File: src/rtl/seg_scan_pkg.sv
// Shared definitions for the multiplexed seven-segment scanner: digit count,
// slot phase and digit-enable encoding helpers.
package seg_scan_pkg;

    localparam int DIGITS = 4;

    typedef enum logic {
        PH_BLANK = 1'b0,
        PH_SHOW  = 1'b1
    } phase_t;

    function automatic logic [DIGITS-1:0] an_onehot(input logic [1:0] idx, input bit active_low);
        logic [DIGITS-1:0] oh;
        oh = 4'b0001 << idx;
        return active_low ? ~oh : oh;
    endfunction

    function automatic logic [DIGITS-1:0] an_off(input bit active_low);
        return active_low ? 4'b1111 : 4'b0000;
    endfunction

endpackage

File: src/rtl/scan_tick.sv
// Digit-slot timer: counts 0..DIV-1 per slot and flags the slot end and the
// visible (post-blanking) part of the slot.
module scan_tick #(
    parameter int DIV   = 50000,
    parameter int BLANK = 500,
    parameter int CW    = (DIV > 1) ? $clog2(DIV) : 1
) (
    input  logic          clk,
    input  logic          rst_b,
    output logic [CW-1:0] cnt,
    output logic          slot_end,
    output logic          in_show
);

    // The snapshot edge at cnt==0 must always land in blanking.
    generate
        if (BLANK < 1 || BLANK > DIV - 1) begin : g_bad_blank
            $error("scan_tick: BLANK must be in 1..DIV-1");
        end
    endgenerate

    assign slot_end = (cnt == CW'(DIV - 1));
    assign in_show  = (cnt >= CW'(BLANK));

    always_ff @(posedge clk) begin
        if (!rst_b) begin
            cnt <= '0;
        end else if (slot_end) begin
            cnt <= '0;
        end else begin
            cnt <= cnt + 1'b1;
        end
    end

endmodule

File: src/rtl/seg_scan_mux.sv
// Four-digit seven-segment scan multiplexer with per-frame input snapshot and
// blanking gap. Optional brightness dimming is enabled by SEG_SCAN_DIM_EN.
module seg_scan_mux
    import seg_scan_pkg::*;
#(
    parameter int           N             = 7,
    parameter int           DIV           = 50000,
    parameter int           BLANK         = 500,
    parameter logic [N-1:0] SEG_OFF       = 7'h7F,
    parameter bit           AN_ACTIVE_LOW = 1'b1
) (
    input  logic              iclk,
    input  logic              irst,
    input  logic [N-1:0]      iSeg1,
    input  logic [N-1:0]      iSeg2,
    input  logic [N-1:0]      iSeg3,
    input  logic [N-1:0]      iSeg4,
`ifdef SEG_SCAN_DIM_EN
    input  logic [1:0]        iBright,
`endif
    output logic [N-1:0]      oSeg,
    output logic [DIGITS-1:0] oAn,
    output logic              oFrame
);

    localparam int CW = (DIV > 1) ? $clog2(DIV) : 1;

    logic [CW-1:0] cnt;
    logic          slot_end;
    logic          in_show;
    logic [1:0]    idx;
    logic [N-1:0]  snap [DIGITS];
    logic          snap_edge;
    logic          lit;
    phase_t        ph;

    scan_tick #(
        .DIV   (DIV),
        .BLANK (BLANK),
        .CW    (CW)
    ) u_tick (
        .clk      (iclk),
        .rst_b    (irst),
        .cnt      (cnt),
        .slot_end (slot_end),
        .in_show  (in_show)
    );

    assign snap_edge = (cnt == '0) && (idx == 2'd0);

`ifdef SEG_SCAN_DIM_EN
    logic [1:0]  bright_r;
    logic [31:0] lit_len;
    logic [31:0] show_off;

    // Lit window is a prefix of SHOW; the remainder is dark like BLANK.
    always_comb begin
        lit_len  = 32'(((DIV - BLANK) * (int'(bright_r) + 1)) / 4);
        show_off = 32'(cnt) - 32'(BLANK);
        lit      = in_show && (show_off < lit_len);
    end

    always_ff @(posedge iclk) begin
        if (!irst) begin
            bright_r <= 2'b11;
        end else if (snap_edge) begin
            bright_r <= iBright;
        end
    end
`else
    assign lit = in_show;
`endif

    assign ph = lit ? PH_SHOW : PH_BLANK;

    always_ff @(posedge iclk) begin
        if (!irst) begin
            idx    <= 2'd0;
            oSeg   <= SEG_OFF;
            oAn    <= an_off(AN_ACTIVE_LOW);
            oFrame <= 1'b0;
            for (int k = 0; k < DIGITS; k++) begin
                snap[k] <= SEG_OFF;
            end
        end else begin
            if (slot_end) begin
                idx <= idx + 2'd1;
            end
            if (snap_edge) begin
                snap[0] <= iSeg1;
                snap[1] <= iSeg2;
                snap[2] <= iSeg3;
                snap[3] <= iSeg4;
            end
            oFrame <= snap_edge;
            if (ph == PH_SHOW) begin
                oSeg <= snap[idx];
                oAn  <= an_onehot(idx, AN_ACTIVE_LOW);
            end else begin
                oSeg <= SEG_OFF;
                oAn  <= an_off(AN_ACTIVE_LOW);
            end
        end
    end

endmodule

File: config.mk
export PLATFORM = sky130hd
export DESIGN_NAME = seg_scan_mux
export DESIGN_NICKNAME = d
export VERILOG_FILES = /design/src/rtl/seg_scan_pkg.sv /design/src/rtl/scan_tick.sv /design/src/rtl/seg_scan_mux.sv
export SDC_FILE = /design/constraint.sdc
export NUM_CORES = 1
export LEC_CHECK = 0
export BUFFER_PORTS_ARGS = -buffer_cell sky130_fd_sc_hd__buf_2
export CAP_MARGIN = 20
export CORE_MARGIN = 4
export CORE_UTILIZATION = 35
export CTS_CLUSTER_SIZE = 30
export DETAILED_ROUTE_END_ITERATION = 10
export PLACE_DENSITY = 0.56
export SKIP_CTS_REPAIR_TIMING = 1
export SYNTH_ARGS = -nofsm -noshare
export SYNTH_HDL_FRONTEND = slang
export SYNTH_SLANG_ARGS = --single-unit
File: constraint.sdc
create_clock -name iclk -period 3.65 [get_ports iclk]
set_input_delay 0.5475 -clock iclk [delete_from_list [all_inputs] [get_ports iclk]]
set_output_delay 0.5475 -clock iclk [all_outputs]
set_load 0.02 [all_outputs]
Word level (Yosys, flattened, before mapping):

Memories as Yosys holds them, arrays and structs flattened. A register that Yosys moved wholly into a read port is not among the register bits.
Cells that the tools add are included.

* word-level logic and storage cells: 31
* bits in latches: 0
* memories: 1
* flip-flop bits (word level): 23
* ROM bits: 0
* output and inout bits: 12
* memory bits (writable): 28

* div/mod/pow operators: 0
* equal/unequal tests: 1
* bitwise logic cells: 6
* shift-type cells: 1
* $add $sub $neg: 2
* multiplexer cells: 9
* multipliers: 0
* order comparisons: 1
* reductions and logical operators: 6

Memories
* snap: words 4, bits a word 7, read ports 1, clocked after memory_dff 1, write ports 4, RTL line seg_scan_mux.sv:32 `logic [N-1:0] snap [DIGITS];`

Operators with widths (number)
* 2-to-1 mux 7 bit: 4
* adder 16 x 1 -> 16 bit (second input constant): 1
* == test 16 bit (second input constant): 1
* greater-or-equal comparator 16 x 9 -> 1 bit (second input constant): 1
* zero test 16 bit: 1
* 2-to-1 mux 1 bit: 5
* NOT 4 bit: 1
* bitwise OR 1 bit: 4
* left shift 1 x 2 -> 4 bit (first input constant): 1
* adder 2 x 1 -> 2 bit (second input constant): 1
* zero test 2 bit: 1
* AND reduction 2 bit: 1
* OR reduction 2 bit: 1
* logical AND 1 bit: 1
* zero test 1 bit: 1
* NOT 1 bit: 1

Longest topological paths before layout:

* depth after elaboration: 6
* mapped depth: 9

By module:

From an unflattened synthesis, not the netlist that was laid out.

* cell total of the unflattened synthesis: 204
* area total of the unflattened synthesis: 2575.0 um2

Modules (own cells, without submodules)
* seg_scan_mux: cells each 117, area each 1770.4 um2, instances 1
* scan_tick: cells each 87, area each 804.5 um2, instances 1

Least setup slack after synthesis:

Ideal clock, no wire load.

* path type: register -> register
* start: register idx[0]
* end: memory snap[0][0], enable pin
* period minus slack after synthesis: 2.449 ns
* arrival: 1.997 ns
* path slack: 1.201 ns
* stages on the path, launching flop included: 8
* required time: 3.198 ns
* cells stage by stage: dfxtp_1 -> clkbuf_1 -> inv_1 -> ha_1 -> nor4bb_1 -> and3_1 -> nand2_1 -> nand2_1

RTL lines
* start, declared: RTL line seg_scan_mux.sv:31 `logic [1:0] idx;`
* start signal, assigned: RTL line seg_scan_mux.sv:87 `idx <= idx + 2'd1;`
* end, declared: RTL line seg_scan_mux.sv:32

==> impl_metrics.yaml <==
outcome:
  status: "complete, no violations"
synthesis:
  synthTopCellsByArea: "edfxtp_1 (34%), dfxtp_1 (24%), mux4_2 (6.4%)"
  avgSynthCellArea_um2: 12.44
  syn-cell-area_mm2: 0.002476
  synth_cells: 199
  ys_seq_area_frac: 0.5821
  synth_top_area_share: 0.3396
  yosysTopAreaCell: "edfxtp_1"
  synthDistinctLibCells: 32
  syn_nets: 235
  synth_seq_cells: 58
  yosys_warnings: 0
cells_and_area:
  final_cell_mix: "buf_2 (41), dfxtp_1 (30), edfxtp_1 (28)"
  fillers: 672
  layout-drive-gt1-share: 0.3213
  final_common_cell: "buf_2"
  finalInstanceArea_mm2: 0.002974
  fin_cells: 345
  post-route-util: 0.4353
  area.growth.synth_to_final_pct: 20.11
  nets: 280
  antenna_cells: 0
cts:
  cts_buffers: 9
  cts_root_buf: "clkbuf_8"
  cts.sinks: 58
  clk_path_buf_depth: 2
  path_clk_slew_ps: 70
  cts_tree: "yes"
  insertion_delay_ps: 330
  htreeDepth: 3
global_route:
  globalRouteOverflowTotal: 0
  grt_pass1_vias: 1495
  grt_util_all_layers: 0.1098
  grt_max_degree: 30
  antenna_found_initial: 0
  grt_pass1_wl_mm: 7.127
detailed_routing:
  drtAntennaViolNets: 0
  firstDrtPassIters: 4
  drt_wl_total_mm: 4.295
  route.detailed.wl_per_inst_um: 12.45
  viasPerCell: 4.464
  num_vias: 1540
  drc: 0
  drtIter0Drc: 56
die:
  die_w_um: 92.11
  coreArea_mm2: 0.006832
  die_area_mm2: 0.008484
  die_h_um: 92.11
  ioPinCount: 42
  start_util: 0.3625
  rows: 30
sta:
  max_freq_mhz: 417.9
  setup_viol: 0
  layout_min_cycle_time_ps: 2393
  rsz0062_at_grt: "false"
  setup_tns_ps: 0
  finalWorstSetupSlack_ps: 1257
  slew_viol_final: 0
  finClkSkew_ps: 12.23
  tightest_slew_ps: 610.3
  relSlewSlack: 0.5926
  period_share: 0.6556
  hold_violations: 0
worst_setup_path:
  critPathMaxFanout: 29
  arrival_ps: 2470
  required_ps: 3730
  crit_path_max_incr_delay_ps: 500
  slowest_stage: "dfxtp_1"
  path_class: "flop to flop"
  end_kind: "flop"
  startpoint_type: "flop"
  path_delay_family: "simple AND/OR/NAND/NOR gates"
  crit_chain: "inv_1, ha_1, nor4bb_1, and3_1, nand3_2, or2_2"
  cp_num_buf_inv: 1
pwr:
  powerDensity_mw_per_mm2: 489.2
  irDropWorstVdd_uv: 227.8
  power.leakage_nw: 1.041
min_path:
  min_path_type: "primary input to flop"
place:
  dp_cells: 329
  pre_cts_slack_ps: 1179
  placed_area_mm2: 0.002755
  numPortBuffers: 41
  hpwl_mm: 2.974
  place_congestion: 0.7188
flow_run:
  max-cap-violations: 0
synth_stat cells, drive strengths merged:
| library cell | n |
|---|---|
| and4 | 6 |
| nand3 | 5 |
| nor4bb | 2 |
| mux4 | 7 |
| nand2b | 7 |
| buf | 4 |
| xor2 | 8 |
| and2 | 3 |
| nor4 | 2 |
| dfxtp | 30 |
| or4 | 1 |
| or2 | 28 |
| and4b | 1 |
| nor2b | 2 |
| and3 | 1 |
| nand4 | 5 |
| ha | 6 |
| clkbuf | 4 |
| nor2 | 17 |
| nand2 | 10 |
| edfxtp | 28 |
| inv | 7 |
| or2b | 1 |
| mux2i | 1 |
| o31a | 1 |
| xnor2 | 7 |
| nor3 | 4 |
| nor3b | 1 |
metrics by stage:
| step | total power [mW] | hold WS [ps] |
|---|---|---|
| after floorplan | 0.7928 | 448.7 |
| after global placement | 0.8178 | 489.1 |
| after detailed placement | 0.8196 | 496.2 |
| after CTS | 1.470 | 455.0 |
| after global routing | 1.511 | 455.7 |
| final | 1.455 | 465.5 |
layout make-up:
type	instances	area, µm²	share of cell area
clock buffers	11	141.4	0.04754
well taps	96	120.1	0.04039
clock inverters	5	77.57	0.02608
multi-input cells	126	954.7	0.3210
repair buffers	42	212.7	0.07152
flip-flops and latches	58	1441	0.4846
inverters	7	26.28	0.008835
registers in the layout, indices dropped and copies added, names as in the netlist:
signal	cells
snap	28
oFrame	1
u_tick.cnt	16
oSeg	7
idx	2
oAn	4
kinds of logic after synthesis:
family / Yosys count / share of synthesized area
AO/OA/AOI/OAI: 1 / 0.003538
XOR/XNOR: 15 / 0.05306
adder cells (fa/ha/maj): 6 / 0.03032
buffers and inverters: 15 / 0.03234
flip-flops: 58 / 0.5821
multiplexers: 8 / 0.06771
AND/OR/NAND/NOR: 96 / 0.2309
where the power goes:
group	total [mW]	internal [mW]	leakage [nW]	switching, mW
Combinational	0.0780	0.0382	0.458	0.0398
Sequential	0.725	0.715	0.473	0.00935
Clock	0.652	0.401	0.109	0.252
worst paths after layout:
| path | from | to | slack, ps | cells past startpoint |
|---|---|---|---|---|
| max | idx[0]$_SDFFE_PN0N_ | snap[2][0]$_SDFFCE_PN1P_ | 1260 | 6 |
| min | iSeg1[3] | snap[0][3]$_SDFFCE_PN1P_ | 470 | 2 |
| max reg2reg | idx[0]$_SDFFE_PN0N_ | snap[2][0]$_SDFFCE_PN1P_ | 1260 | 6 |
| min reg2reg | u_tick.cnt[0]$_SDFF_PP0_ | u_tick.cnt[0]$_SDFF_PP0_ | 500 | 1 |
metal layers:
metal	track usage	vias to the layer above	routed length [µm]
li1	-	779	-
met1	0.1423	718	2005
met2	0.1612	32	1966
met3	0.03199	11	204
met4	0.06683	0	119
met5	0	-	0
Power figures use the tool's default switching activity.
